<file path="src/rtl/bitbang_pkg.sv">
// Shared definitions for the FIFO-buffered bitbang transmitter.
// State encodings and the parity helper live here.
package bitbang_pkg;

    localparam logic [1:0] ST_IDLE   = 2'd0;
    localparam logic [1:0] ST_DATA   = 2'd1;
    localparam logic [1:0] ST_PARITY = 2'd2;
    localparam logic [1:0] ST_STOP   = 2'd3;

    // Parity over a zero-extended word; odd=1 inverts the even result.
    function automatic logic parity(input logic [15:0] data, input logic odd);
        return (^data) ^ odd;
    endfunction

endpackage

</file>
<file path="src/rtl/bitbang_fifo.sv">
// Synchronous FIFO with wrap-bit pointers so full and empty are distinct.
// Flush empties it and wins over a same-cycle push or pop.
module bitbang_fifo #(
    parameter int W     = 8,
    parameter int DEPTH = 4
) (
    input  logic                     clk,
    input  logic                     rst_n,
    input  logic                     flush_i,
    input  logic                     push_i,
    input  logic [W-1:0]             wdata_i,
    input  logic                     pop_i,
    output logic [W-1:0]             rdata_o,
    output logic                     full_o,
    output logic                     empty_o,
    output logic [$clog2(DEPTH):0]   level_o
);

    localparam int AW = $clog2(DEPTH);

    logic [W-1:0]  mem [DEPTH];
    logic [AW:0]   wr_ptr_q, wr_ptr_d;
    logic [AW:0]   rd_ptr_q, rd_ptr_d;
    logic          do_push, do_pop;

    assign empty_o = (wr_ptr_q == rd_ptr_q);
    assign full_o  = (wr_ptr_q[AW] != rd_ptr_q[AW]) &&
                     (wr_ptr_q[AW-1:0] == rd_ptr_q[AW-1:0]);
    assign level_o = wr_ptr_q - rd_ptr_q;
    assign rdata_o = mem[rd_ptr_q[AW-1:0]];

    assign do_push = push_i & ~full_o & ~flush_i;
    assign do_pop  = pop_i & ~empty_o & ~flush_i;

    // Next pointer values; flush collapses both pointers to zero.
    always_comb begin
        wr_ptr_d = wr_ptr_q;
        rd_ptr_d = rd_ptr_q;
        if (flush_i) begin
            wr_ptr_d = '0;
            rd_ptr_d = '0;
        end else begin
            if (do_push) wr_ptr_d = wr_ptr_q + 1'b1;
            if (do_pop)  rd_ptr_d = rd_ptr_q + 1'b1;
        end
    end

    // Pointer registers.
    always_ff @(posedge clk or negedge rst_n) begin
        if (!rst_n) begin
            wr_ptr_q <= '0;
            rd_ptr_q <= '0;
        end else begin
            wr_ptr_q <= wr_ptr_d;
            rd_ptr_q <= rd_ptr_d;
        end
    end

    // Storage array; contents need no reset since pointers gate reads.
    always_ff @(posedge clk) begin
        if (do_push) mem[wr_ptr_q[AW-1:0]] <= wdata_i;
    end

endmodule

</file>
<file path="src/rtl/bitbang_tx_fifo.sv">
// FIFO-buffered serial transmitter advanced by an external bit clock.
// Frame: start(1), data, optional parity, optional stop(0) bits.
module bitbang_tx_fifo
    import bitbang_pkg::*;
#(
    parameter int DATA_W     = 8,
    parameter int FIFO_DEPTH = 4,
    parameter int MSB_FIRST  = 0,
    parameter int PARITY_EN  = 0,
    parameter int PARITY_ODD = 0,
    parameter int STOP_BITS  = 0
) (
    input  logic                          clk,
    input  logic                          TxR_n,
    input  logic                          TxC,
    input  logic                          flush,
    input  logic                          TxD_start,
    input  logic [DATA_W-1:0]             TxD_data,
    output logic                          TxD_ready,
    output logic                          TxD_busy,
    output logic                          TxD,
    output logic [$clog2(FIFO_DEPTH):0]   fifo_level,
    output logic                          ovf
);

    localparam int CW = $clog2(DATA_W) + 1;
    localparam logic [CW-1:0] LAST_D = CW'(DATA_W - 1);
    localparam logic [CW-1:0] LAST_S = CW'((STOP_BITS > 0) ? STOP_BITS - 1 : 0);

    logic              sync1_q, sync2_q, dly_q;
    logic              tick;
    logic [1:0]        state_q, state_d;
    logic [CW-1:0]     cnt_q, cnt_d;
    logic [DATA_W-1:0] shift_q, shift_d;
    logic              par_q, par_d;
    logic              txd_q, txd_d;
    logic              ovf_q, ovf_d;
    logic              pop;
    logic              full, empty;
    logic [DATA_W-1:0] head;
    logic [15:0]       head_w;

    bitbang_fifo #(
        .W     (DATA_W),
        .DEPTH (FIFO_DEPTH)
    ) u_fifo (
        .clk     (clk),
        .rst_n   (TxR_n),
        .flush_i (flush),
        .push_i  (TxD_start),
        .wdata_i (TxD_data),
        .pop_i   (pop),
        .rdata_o (head),
        .full_o  (full),
        .empty_o (empty),
        .level_o (fifo_level)
    );

    assign tick      = sync2_q & ~dly_q;
    assign TxD       = txd_q;
    assign ovf       = ovf_q;
    assign TxD_ready = ~full;
    assign TxD_busy  = (state_q != ST_IDLE) | ~empty;

    // Bring TxC into the clk domain and keep a delayed copy for edge detect.
    always_ff @(posedge clk or negedge TxR_n) begin
        if (!TxR_n) begin
            sync1_q <= 1'b0;
            sync2_q <= 1'b0;
            dly_q   <= 1'b0;
        end else begin
            sync1_q <= TxC;
            sync2_q <= sync1_q;
            dly_q   <= sync2_q;
        end
    end

    // Zero-extend the FIFO head for the parity helper.
    always_comb begin
        head_w = '0;
        head_w[DATA_W-1:0] = head;
    end

    // Frame sequencer: one line bit per tick, flush aborts everything.
    always_comb begin
        state_d = state_q;
        cnt_d   = cnt_q;
        shift_d = shift_q;
        par_d   = par_q;
        txd_d   = txd_q;
        pop     = 1'b0;
        ovf_d   = ovf_q | (TxD_start & full);
        if (flush) begin
            state_d = ST_IDLE;
            txd_d   = 1'b0;
            cnt_d   = '0;
            ovf_d   = 1'b0;
        end else if (tick) begin
            unique case (state_q)
                ST_IDLE: begin
                    if (!empty) begin
                        pop     = 1'b1;
                        shift_d = head;
                        par_d   = parity(head_w, PARITY_ODD != 0);
                        txd_d   = 1'b1;
                        cnt_d   = '0;
                        state_d = ST_DATA;
                    end else begin
                        txd_d = 1'b0;
                    end
                end
                ST_DATA: begin
                    if (MSB_FIRST != 0) begin
                        txd_d   = shift_q[DATA_W-1];
                        shift_d = shift_q << 1;
                    end else begin
                        txd_d   = shift_q[0];
                        shift_d = shift_q >> 1;
                    end
                    if (cnt_q == LAST_D) begin
                        cnt_d = '0;
                        if (PARITY_EN != 0)
                            state_d = ST_PARITY;
                        else if (STOP_BITS > 0)
                            state_d = ST_STOP;
                        else
                            state_d = ST_IDLE;
                    end else begin
                        cnt_d = cnt_q + CW'(1);
                    end
                end
                ST_PARITY: begin
                    txd_d   = par_q;
                    cnt_d   = '0;
                    state_d = (STOP_BITS > 0) ? ST_STOP : ST_IDLE;
                end
                ST_STOP: begin
                    txd_d = 1'b0;
                    if (cnt_q == LAST_S) begin
                        cnt_d   = '0;
                        state_d = ST_IDLE;
                    end else begin
                        cnt_d = cnt_q + CW'(1);
                    end
                end
                default: state_d = ST_IDLE;
            endcase
        end
    end

    // Sequencer and line registers.
    always_ff @(posedge clk or negedge TxR_n) begin
        if (!TxR_n) begin
            state_q <= ST_IDLE;
            cnt_q   <= '0;
            shift_q <= '0;
            par_q   <= 1'b0;
            txd_q   <= 1'b0;
            ovf_q   <= 1'b0;
        end else begin
            state_q <= state_d;
            cnt_q   <= cnt_d;
            shift_q <= shift_d;
            par_q   <= par_d;
            txd_q   <= txd_d;
            ovf_q   <= ovf_d;
        end
    end

endmodule

</file>
<file path="config.mk">
export PLATFORM = sky130hd
export DESIGN_NAME = bitbang_tx_fifo
export DESIGN_NICKNAME = d
export VERILOG_FILES = /design/src/rtl/bitbang_pkg.sv /design/src/rtl/bitbang_fifo.sv /design/src/rtl/bitbang_tx_fifo.sv
export SDC_FILE = /design/constraint.sdc
export NUM_CORES = 1
export LEC_CHECK = 0
export CAP_MARGIN = 20
export CORE_AREA = 8 8 83 85
export DETAILED_ROUTE_END_ITERATION = 10
export DIE_AREA = 0 0 91 93
export PLACE_DENSITY = 0.66
export SLEW_MARGIN = 20
export SYNTH_ARGS = -nofsm -noshare
export SYNTH_HDL_FRONTEND = slang
export SYNTH_SLANG_ARGS = --single-unit
export TNS_END_PERCENT = 100
</file>
<file path="constraint.sdc">
create_clock -name clk -period 2.2 [get_ports clk]
set_clock_uncertainty 0.2 [all_clocks]
set_input_delay 0.33 -clock clk [delete_from_list [all_inputs] [get_ports clk]]
set_output_delay 0.33 -clock clk [all_outputs]
set_load 0.1 [all_outputs]
</file>
* After elaboration in Yosys (flattened, before gate mapping)
Memories as Yosys holds them, arrays and structs flattened. Index checks and enable logic that the tools add are counted.
Operators by class: add/sub/neg operators 4, equality and inequality tests 11, muxes and demuxes 28, bitwise logic cells 12, reduce and logical (&&, ||, !) cells 13
Operator list (number):
- $mux W4 | 5
- $pmux W4 S4 | 1
- $pmux W8 S2 | 1
- $reduce_xor A16 Y1 | 1
- $mux W3 | 4
- $reduce_and A4 Y1 | 3
- $mux W2 | 5
- $reduce_bool A2 Y1 | 5
- $mux W1 | 9
- $ne A3 B3 Y1 const B | 3
- $mux W8 | 1
- $pmux W2 S4 | 1
- $add A3 B1 Y3 const B | 2
- $and A1 B1 Y1 | 6
- $add A4 B1 Y4 const B | 1
- $eq A2 B2 Y1 const B | 2
- $eq A4 B3 Y1 const B | 1
- $logic_not A4 Y1 | 1
- $not A1 Y1 | 4
- $pmux W1 S4 | 1
- $eq A3 B3 Y1 | 1
- $sub A3 B3 Y3 | 1
- $eq A2 B1 Y1 const B | 1
- $eq A2 B2 Y1 | 1
- other kinds (6) | 7
Word-level totals: register bits 26, bits in writable memories 32, input bits 13, output and inout bits 7, logic and storage cells 80, memories 1
Memories:
- u_fifo.mem | depth 4, width 8, rd ports 1, clocked after memory_dff 0, wr ports 1, RTL line bitbang_fifo.sv:21 | logic [W-1:0] mem [DEPTH];

* Logic depth before layout (Yosys ltp)
Gate-level depths: netlist of run 1.
depth after elaboration 9, mapped depth 9, mapped depth without buffers 6

* Modules after synthesis
From an unflattened synthesis of run 1, not the netlist that was laid out.
Unflattened totals: cell total of the unflattened synthesis 179, area total of the unflattened synthesis 2622.5 µm²
Modules (own cells, without submodules):
- bitbang_fifo | instances 1, cells each 105, area an instance 1711.6 µm², seq. area each 1111.1 µm²
- bitbang_tx_fifo | instances 1, cells each 74, area an instance 910.9 µm², seq. area each 450.4 µm²

* Least setup slack after synthesis of run 1
Ideal clock, no wire load.
path type reg2out, start point register u_fifo.rd_ptr_q[0], end point output fifo_level[2], arrival time 2.614 ns, required time 1.670 ns, setup slack -0.944 ns, cell stages (with the launch flop) 4, buffers on the path 0, cell sequence dfrtp_1 ha_1 fa_1 xnor2_1
Between the ends: cells in the longest elaborated chain, start to end 1
Ends and longest elaborated chain:
- from (decl) | RTL line bitbang_fifo.sv:23 | logic [AW:0] rd_ptr_q, rd_ptr_d;
- from (signal assigned) | RTL line bitbang_fifo.sv:55 | rd_ptr_q <= rd_ptr_d;
- $sub A3 B3 Y3 | RTL line bitbang_fifo.sv:29 | assign level_o = wr_ptr_q - rd_ptr_q;
- to (decl) | RTL line bitbang_tx_fifo.sv:22 | output logic [$clog2(FIFO_DEPTH):0] fifo_level,
Every way passes these cells.

* Worst setup path in the final report of run 1
start point register u_fifo.wr_ptr_q[0], end point output fifo_level[1]
Between the ends: cells in the longest elaborated chain, start to end 1
Ends and longest elaborated chain:
- from (decl) | RTL line bitbang_fifo.sv:22 | logic [AW:0] wr_ptr_q, wr_ptr_d;
- from (signal assigned) | RTL line bitbang_fifo.sv:54 | wr_ptr_q <= wr_ptr_d;
- $sub A3 B3 Y3 | RTL line bitbang_fifo.sv:29
Every way passes these cells.

==> flow_metrics.py, run 1 <==
metrics = {
    "yosys": {
        "muxShareOfSynthArea_pct": 8.21,
        "synth-xor-area-share_pct": 2.80,
        "synthFlopType": "edfxtp_1",
        "synth_area_um2": 2450,
        "synth_fa_ha_area_share_pct": 4.90,
        "synth-edff-count": 32,
        "synth_seq_cells": 56,
        "synth_top_family_by_area": "compound AO/OA/AOI/OAI gates",
        "synth-simple-area-share_pct": 8.82,
        "synth_warnings": 0,
        "ys_types": 38,
        "synth_cells": 182,
        "avgSynthCellArea_um2": 13.5,
        "synth-async-reset-ratio_pct": 42.9,
        "synth-compound-area-share_pct": 9.23,
        "seq_area_frac_synth_pct": 63.6,
        "synth_fp_nets": 204,
    },
    "route": {
        "vias": 1522,
        "wl_um": 4790,
        "drc": 0,
        "first_pass_iters": 4,
        "vias_per_cell": 5.19,
        "ant_nets": 0,
        "first_iter_violations": 98,
        "wl_per_cell_um": 16.3,
    },
    "sta": {
        "fin_ws_ns": -0.0380,
        "fin_crit_sh_pct": 102,
        "tightestPinTransition_ns": 0.490,
        "setup_viol": 1,
        "setup_tns_ns": -0.0380,
        "min_period_ns": 2.24,
        "drv_slew": 0,
        "fmax_ghz": 0.447,
        "rsz0062_at_grt": "true",
        "hold_violations": 0,
        "slew-limit-headroom_pct": 67.3,
    },
    "finish": {
        "multiInputGateArea_um2": 915,
        "final_cell_mix": "edfxtp_1, nor2_1, dfrtp_1, buf_4, clkdlybuf4s50_1",
        "fillers": 502,
        "final-seq-area_um2": 1570,
        "final_area_um2": 3050,
        "diodes": 0,
        "mostFrequentLayoutCell": "edfxtp_1",
        "final_cells": 293,
        "fin_nets": 239,
        "drive_above_1_share_pct": 27.5,
        "area_growth_syn_to_layout_pct": 24.4,
    },
    "worst_hold_path": {
        "worstHoldEndpoint": "sync2_q$_DFF_PN0_",
        "min_path_cells": 0,
        "holdCritPathClass": "flip-flop to flip-flop",
        "min-delay-start": "sync1_q$_DFF_PN0_",
    },
    "grt": {
        "grt_pass1_wl_um": 7730,
        "antenna_found_initial": 0,
        "grt-ovfl-total": 0,
        "first_global_vias": 1487,
        "grt_usage_pct": 11.6,
        "grt_max_degree": 25,
    },
    "clocking": {
        "cts-root-buf": "clkbuf_8",
        "clk_path_buf_depth": 2,
        "numCtsBuffers": 5,
        "cts_tree": "built",
        "clk_pin_slew_ns": 0.11,
        "ctsHoldBuffers": 0,
        "h-tree-depth": 2,
        "clkLatencyLatePin_ns": 0.31,
        "cts.sink_count": 56,
    },
    "setup_path": {
        "r2r_cells": 6,
        "critPathKind": "flip-flop to output pin",
        "cp.arrival_ns": 1.71,
        "reg2reg_from": "u_fifo.rd_ptr_q[1]$_DFFE_PN0P_",
        "end_kind": "output pin",
        "r2r_slack_ns": 0.24,
        "required_ns": 1.67,
        "start_kind": "flip-flop",
        "path_max_fanout": 2,
        "r2r-end": "u_fifo.mem[3][7]$_DFFE_PP_",
    },
    "power": {
        "ir_worst_vdd_uv": 577,
        "power_frac_comb_pct": 23.8,
        "seqPwrFrac_pct": 51.9,
        "p_sw_share_pct": 31.3,
        "leakagePower_nw": 1.13,
        "p_int_w": 0.00170,
        "power.share.clock_pct": 24.3,
        "p_switching_w": 0.000772,
        "cellPowerDensity_nw_per_um2": 808,
    },
    "placement": {
        "io_buffers": 19,
        "dp_hpwl_um": 3340,
        "dp.cells": 278,
        "postPlaceCellArea_um2": 2870,
        "dp_slack_ns": 0.0711,
        "gp_congestion": 0.779,
    },
    "floorplan": {
        "initial_utilization_pct": 43.2,
        "dieArea_um2": 8460,
        "die_w_um": 91,
        "die_y_um": 93,
        "num_io_pins": 20,
        "core_um2": 5680,
        "rows": 28,
    },
    "run_status": {
        "outcome": "finished, violations left",
        "failed_checks": "negative setup slack",
    },
    "run": {
        "drv_cap": 0,
    },
}
Yosys cell counts, drive strengths merged (2+ instances only):
master / instances / area [µm²]
mux2: 7 / 78.8
clkbuf: 2 / 7.51
mux2i: 10 / 100
xnor2: 4 / 42.6
ha: 8 / 100
nor2: 26 / 97.6
nand2: 6 / 22.5
a221oi: 7 / 61.3
edfxtp: 32 / 961
a21oi: 11 / 55.1
o21ai: 2 / 10.0
dfrtp: 24 / 601
xor2: 3 / 26.3
nand2b: 2 / 12.5
inv: 9 / 33.8
nand3: 3 / 15.0
buf: 3 / 17.5
and2: 4 / 25.0
nor2b: 2 / 12.5
o211ai: 2 / 15.0
area by class of cell:
type,count,share of cell area [%]
sequential,56,51.3
timing repair buffer,33,11.1
clock inverter,3,0.943
clock buffer,5,2.25
inverter,9,1.35
tap,75,3.07
multi-input combinational,112,30.0
flip-flops by register name (all words and copies together) (netlist names), 3 cells and up:
name             cells
shift_q              8
cnt_q                4
u_fifo.rd_ptr_q      3
u_fifo.wr_ptr_q      3
u_fifo.mem          32
metal layers:
layer	track usage [%]	routed length [µm]	vias to the layer above
met3	2.80	160	2
met2	18.3	2270	38
li1	-	-	740
met1	15.4	2320	742
met5	0	0	-
met4	3.96	39	0
how the worst max path moves through the flow:
stage                                   start                         end  slack [ns]  cells after the start
5_1_grt        u_fifo.wr_ptr_q[0]$_DFFE_PN0P_               fifo_level[1]        -0.1                      5
6_report       u_fifo.wr_ptr_q[0]$_DFFE_PN0P_               fifo_level[1]       -0.04                      5
3_5_place_dp   u_fifo.wr_ptr_q[0]$_DFFE_PN0P_  u_fifo.mem[3][4]$_DFFE_PP_        0.07                      6
3_3_place_gp   u_fifo.wr_ptr_q[0]$_DFFE_PN0P_  u_fifo.mem[3][4]$_DFFE_PP_        0.16                      6
4_1_cts        u_fifo.rd_ptr_q[0]$_DFFE_PN0P_               fifo_level[1]       -0.06                      4
2_1_floorplan  u_fifo.rd_ptr_q[0]$_DFFE_PN0P_               fifo_level[2]       -0.03                      3
worst max-delay path: stages (launching register included):
cell and delay [ns]:
dfrtp_1 0.38, inv_2 0.06, ha_4 0.15, fa_2 0.54
clkinvlp_4 0.10, buf_12 0.17
repair_timing:
item | 4_1_cts | 5_1_grt
setup endpoints to repair | 4 | 4
resized for setup | 7 | 4
setup buffers | 3 | 4
gates cloned | 0 | 0
pin swaps | 3 | 4
per-stage QoR:
step           util [%]  hold WS, ns  power [W]
2_1_floorplan         -       -0.166    0.00166
3_5_place_dp       50.5        0.150    0.00186
6_report           53.8        0.162    0.00247
5_1_grt            53.8        0.176    0.00257
4_1_cts            53.1        0.167    0.00247
3_3_place_gp       50.5        0.135    0.00185
cells by family (layout without fill, tap and decap cells):
kind of cell | Yosys count | after routing
buffers and inverters | 14 | 50
AND/OR/NAND/NOR | 47 | 47
adder cells (fa/ha/maj) | 9 | 9
AO/OA/AOI/OAI | 31 | 31
XOR/XNOR | 7 | 7
flip-flops | 56 | 56
multiplexers | 18 | 18
power groups by stage:
| stage | sequential, W | clock (W) | combinational (W) |
|---|---|---|---|
| 2_1_floorplan | 0.00129 | 0 | 0.000364 |
| 3_3_place_gp | 0.00130 | 0 | 0.000549 |
| 3_5_place_dp | 0.00130 | 0 | 0.000557 |
| 4_1_cts | 0.00128 | 0.000617 | 0.000573 |
| 5_1_grt | 0.00129 | 0.000652 | 0.000631 |
| 6_report | 0.00128 | 0.000600 | 0.000588 |
Note: power is estimated with default switching activity, not from simulation.
==> run 2: changes to the inputs <==
--- a/config.mk
+++ b/config.mk
@@ -10,6 +10,7 @@
 export DETAILED_ROUTE_END_ITERATION = 10
 export DIE_AREA = 0 0 91 93
 export PLACE_DENSITY = 0.66
+export SKIP_LAST_GASP = 1
 export SLEW_MARGIN = 20
 export SYNTH_ARGS = -nofsm -noshare
 export SYNTH_HDL_FRONTEND = slang
==> run 2 against run 1 <==
  * The flow still finishes with violations (negative setup slack)
  * Sequential cell count did not move
  * Utilization did not move
  * Final area did not move
  * Hold slack did not move
  * Critical endpoint unchanged
  * Largest cell class unchanged
==> flow_metrics.py, run 2 (synthesis gave the netlist of run 1 again) <==
metrics = {
    "finish": {
        "final_area_um2": 3050,
        "fin_nets": 239,
        "final_cell_mix": "edfxtp_1, nor2_1, dfrtp_1, buf_4, clkdlybuf4s50_1",
        "area_growth_syn_to_layout_pct": 24.4,
        "fillers": 502,
        "mostFrequentLayoutCell": "edfxtp_1",
        "largest_register_ffs": 32,
        "diodes": 0,
        "drive_above_1_share_pct": 27.5,
    },
    "run": {
        "drv_cap": 0,
    },
    "floorplan": {
        "num_io_pins": 20,
        "die_w_um": 91,
        "initial_utilization_pct": 43.2,
        "rows": 28,
        "dieArea_um2": 8460,
        "die_y_um": 93,
        "core_um2": 5680,
    },
    "clocking": {
        "clk_pin_slew_ns": 0.11,
        "cts-root-buf": "clkbuf_8",
        "cts_tree": "built",
        "h-tree-depth": 2,
        "cts.sink_count": 56,
        "clkLatencyLatePin_ns": 0.31,
        "numCtsBuffers": 5,
        "clk_path_buf_depth": 2,
        "ctsHoldBuffers": 0,
    },
    "sta": {
        "min_period_ns": 2.24,
        "setup_viol": 1,
        "slew-limit-headroom_pct": 67.3,
        "drv_slew": 0,
        "fin_ws_ns": -0.0380,
        "hold_violations": 0,
        "rsz0062_at_grt": "true",
        "fin_crit_sh_pct": 102,
        "fmax_ghz": 0.447,
        "tightestPinTransition_ns": 0.490,
    },
    "setup_path": {
        "slowest_delay_ns": 0.54,
        "crit_start": "u_fifo.wr_ptr_q[0]$_DFFE_PN0P_",
        "cp.arrival_ns": 1.71,
        "end_kind": "output pin",
        "path_max_fanout": 2,
        "crit_slowest_cell": "fa_2",
        "start_kind": "flip-flop",
        "reg2reg_from": "u_fifo.rd_ptr_q[1]$_DFFE_PN0P_",
        "path_buf_inv": 3,
        "cp_top_family": "adder cells",
        "required_ns": 1.67,
        "path_cells": "inv_2 > ha_4 > fa_2 > clkinvlp_4 > buf_12",
        "critPathKind": "flip-flop to output pin",
    },
    "run_status": {
        "failed_checks": "negative setup slack",
        "outcome": "finished, violations left",
    },
    "power": {
        "cellPowerDensity_nw_per_um2": 808,
        "power.total_w": 0.00247,
        "ir_worst_vdd_uv": 577,
        "leakagePower_nw": 1.13,
    },
    "placement": {
        "dp_hpwl_um": 3340,
        "gp_congestion": 0.779,
        "postPlaceCellArea_um2": 2870,
        "io_buffers": 19,
    },
    "route": {
        "vias": 1522,
        "first_iter_violations": 100,
        "vias_per_cell": 5.19,
        "drc": 0,
        "wl_um": 4790,
        "wl_per_cell_um": 16.3,
        "first_pass_iters": 4,
        "ant_nets": 0,
    },
    "grt": {
        "grt-ovfl-total": 0,
        "grt_pass1_wl_um": 7730,
        "grt_max_degree": 25,
        "antenna_found_initial": 0,
        "grt_usage_pct": 11.6,
        "first_global_vias": 1487,
    },
    "worst_hold_path": {
        "holdCritPathClass": "flip-flop to flip-flop",
        "min-delay-start": "sync1_q$_DFF_PN0_",
    },
}
[run 2: cell counts in the layout (fill, tap and decap cells not counted)]
Identical to the previous run, type by type.
[run 2: cell type report]
| type | instances | area [µm²] | share of cell area, % |
|---|---|---|---|
| clock buffer | 5 | 68.8 | 2.25 |
| clock inverter | 3 | 28.8 | 0.943 |
| inverter | 9 | 41.3 | 1.35 |
| multi-input combinational | 112 | 915 | 30.0 |
| sequential | 56 | 1570 | 51.3 |
| tap | 75 | 93.8 | 3.07 |
| timing repair buffer | 33 | 340 | 11.1 |
[run 2: metrics by stage]
stage	setup TNS (ns)	hold slack [ns]	setup WS (ns)	cells	util, %
2_1_floorplan	-0.0334	-0.166	-0.0298	182	-
3_3_place_gp	0	0.135	0.156	278	50.5
3_5_place_dp	0	0.150	0.0711	278	50.5
4_1_cts	-0.0565	0.167	-0.0558	289	53.1
5_1_grt	-0.170	0.176	-0.0977	293	53.8
6_report	-0.0380	0.162	-0.0380	293	53.8
[run 2: per-layer routing]
metal  wire length (µm)  vias up  global-route usage, %
met5                  0        -                      0
met1               2320      742                   15.4
met2               2270       38                   18.3
met4                 39        0                   3.96
li1                   -      740                      -
met3                160        2                   2.80
[run 2: worst paths after layout]
path | to | slack [ns] | depth (start not counted)
worst max-delay path | fifo_level[1] | -0.04 | 5
worst min-delay path | sync2_q$_DFF_PN0_ | 0.16 | 0
worst max register to register | u_fifo.mem[3][7]$_DFFE_PP_ | 0.23 | 6
worst min register to register | sync2_q$_DFF_PN0_ | 0.16 | 0
max in group asynchronous | u_fifo.wr_ptr_q[1]$_DFFE_PN0P_ | 1.35 | 2
min in group asynchronous | cnt_q[2]$_DFFE_PN0P_ | 0.17 | 2
[run 2: what timing repair did]
item                                    4_1_cts  5_1_grt
pin swaps                                     3        3
buffers inserted                              3        4
endpoints found under the setup margin        4        4
resized for setup                             7        4
[run 2: power by group]
group	leakage [nW]	switching [W]	internal [W]
Combinational	0.493	0.000349	0.000240
Clock	0.0511	0.000359	0.000241
Sequential	0.588	0.0000641	0.00122
Total	1.13	0.000772	0.00170
==> run 3: changes to the inputs <==
--- a/config.mk
+++ b/config.mk
@@ -6,10 +6,12 @@
 export NUM_CORES = 1
 export LEC_CHECK = 0
 export CAP_MARGIN = 20
-export CORE_AREA = 8 8 83 85
+export CELL_PAD_IN_SITES_DETAIL_PLACEMENT = 1
+export CELL_PAD_IN_SITES_GLOBAL_PLACEMENT = 1
+export CORE_AREA = 8 8 86 88
 export DETAILED_ROUTE_END_ITERATION = 10
-export DIE_AREA = 0 0 91 93
-export PLACE_DENSITY = 0.66
+export DIE_AREA = 0 0 94 96
+export PLACE_DENSITY_LB_ADDON = 0.1
 export SKIP_LAST_GASP = 1
 export SLEW_MARGIN = 20
 export SYNTH_ARGS = -nofsm -noshare
==> run 3 against run 2 <==
  * Worst setup slack worse by 0.024 ns
  * Sequential share of layout area is 0.55 points higher
  * Critical path type unchanged
  * Global-route usage is 1.4 points higher
  * Fmax is 1.0% lower
  * Clock power is 3.7% lower
  * Via count is 0.85% lower
  * Hold slack worse by 0.0014 ns
  * The flow still finishes with violations (negative setup slack)
==> flow_metrics.py, run 3 (synthesis gave the netlist of run 1 again) <==
metrics = {
    "run_status": {
        "outcome": "finished, violations left",
        "failed_checks": "negative setup slack",
    },
    "floorplan": {
        "die_w_um": 94,
        "core_um2": 6100,
        "num_io_pins": 20,
        "initial_utilization_pct": 40.3,
        "dieArea_um2": 9020,
        "rows": 29,
        "die_y_um": 96,
    },
    "sta": {
        "hold_violations": 0,
        "fin_crit_sh_pct": 103,
        "slew-limit-headroom_pct": 67.3,
        "rsz0062_at_grt": "true",
        "tightestPinTransition_ns": 0.489,
        "drv_slew": 0,
        "setup_viol": 1,
        "fmax_ghz": 0.442,
        "min_period_ns": 2.26,
        "fin_ws_ns": -0.0616,
    },
    "setup_path": {
        "path_cells": "ha_4 > fa_2 > clkinvlp_4 > buf_12",
        "cp.depth": 4,
        "r2r-end": "shift_q[2]$_DFFE_PN0P_",
        "cp_top_family": "adder cells",
        "r2r_cells": 7,
        "required_ns": 1.67,
        "slowest_delay_ns": 0.55,
        "cp.arrival_ns": 1.73,
        "crit_slowest_cell": "fa_2",
        "path_max_fanout": 2,
        "reg2reg_from": "u_fifo.rd_ptr_q[1]$_DFFE_PN0P_",
        "critPathKind": "flip-flop to output pin",
        "crit_start": "u_fifo.rd_ptr_q[0]$_DFFE_PN0P_",
        "path_buf_inv": 2,
        "endpoint": "fifo_level[1]",
        "end_kind": "output pin",
        "start_kind": "flip-flop",
        "r2r_slack_ns": 0.30,
    },
    "finish": {
        "final_area_um2": 3020,
        "mostFrequentLayoutCell": "edfxtp_1",
        "utilization_pct": 49.5,
        "fillers": 604,
        "final-seq-area_um2": 1570,
        "final_cell_mix": "edfxtp_1, nor2_1, dfrtp_1, buf_4, clkdlybuf4s50_1",
        "diodes": 0,
        "fin_nets": 237,
        "multiInputGateArea_um2": 897,
        "area_growth_syn_to_layout_pct": 23.1,
        "largest_register_ffs": 32,
        "drive_above_1_share_pct": 25.9,
    },
    "route": {
        "vias": 1509,
        "first_iter_violations": 49,
        "drc": 0,
        "wl_per_cell_um": 18.0,
        "ant_nets": 0,
        "vias_per_cell": 5.15,
        "first_pass_iters": 4,
        "wl_um": 5280,
    },
    "clocking": {
        "cts.sink_count": 56,
        "numCtsBuffers": 5,
        "clk_pin_slew_ns": 0.10,
        "cts-root-buf": "clkbuf_8",
        "cts_tree": "built",
        "clk_path_buf_depth": 2,
        "ctsHoldBuffers": 0,
        "clkLatencyLatePin_ns": 0.30,
        "h-tree-depth": 2,
    },
    "grt": {
        "grt_max_degree": 25,
        "grt_pass1_wl_um": 8980,
        "antenna_found_initial": 0,
        "grt_usage_pct": 13.0,
        "grt-ovfl-total": 0,
        "first_global_vias": 1729,
    },
    "placement": {
        "io_buffers": 19,
        "gp_congestion": 0.792,
        "dp_slack_ns": 0.148,
        "postPlaceCellArea_um2": 2890,
        "dp_hpwl_um": 3870,
    },
    "worst_hold_path": {
        "holdCritPathClass": "flip-flop to flip-flop",
    },
    "power": {
        "ir_worst_vdd_uv": 394,
        "power.total_w": 0.00245,
        "cellPowerDensity_nw_per_um2": 811,
        "leakagePower_nw": 1.11,
    },
    "run": {
        "drv_cap": 0,
    },
}
run 3: how the worst min path moves through the flow:
stage                      start                end  slack, ns  depth (start not counted)
2_1_floorplan              TxR_n    TxD$_DFFE_PN0P_      -0.17                          0
3_3_place_gp   sync1_q$_DFF_PN0_  sync2_q$_DFF_PN0_       0.14                          0
3_5_place_dp   sync1_q$_DFF_PN0_  sync2_q$_DFF_PN0_       0.14                          0
4_1_cts        sync1_q$_DFF_PN0_  sync2_q$_DFF_PN0_       0.16                          0
5_1_grt        sync1_q$_DFF_PN0_  sync2_q$_DFF_PN0_       0.17                          0
6_report       sync1_q$_DFF_PN0_  sync2_q$_DFF_PN0_       0.16                          0
run 3: cell type report:
cell class                 count  share of cell area (%)
sequential                    56                    51.8
multi-input combinational    112                    29.7
clock inverter                 1                   0.290
clock buffer                   7                    2.86
tap                           77                    3.19
inverter                       9                    1.37
timing repair buffer          31                    10.8
run 3: through the flow:
step | hold WS, ns | std cells | setup TNS [ns]
2_1_floorplan | -0.166 | 182 | -0.0334
3_3_place_gp | 0.138 | 283 | 0
3_5_place_dp | 0.141 | 283 | 0
4_1_cts | 0.164 | 293 | -0.131
5_1_grt | 0.166 | 293 | -0.215
6_report | 0.161 | 293 | -0.0616
run 3: per-layer routing:
metal	wire length (µm)	GRT usage [%]	part of all wire, %
met1	2390	15.8	45
met2	2660	22.0	50
met3	178	3.12	3.4
met4	45	4.49	0.85
met5	0	0	0
run 3: report_power, final:
| part | internal (W) | switching (W) |
|---|---|---|
| Sequential | 0.00122 | 0.0000677 |
| Clock | 0.000259 | 0.000319 |
| Combinational | 0.000236 | 0.000352 |
run 3: what timing repair did:
item | 4_1_cts | 5_1_grt
buffers inserted | 2 | 0
pin swaps | 2 | 3
gates resized for setup | 5 | 3
endpoints found under the hold margin | 0 | 0
setup endpoints to repair | 4 | 4
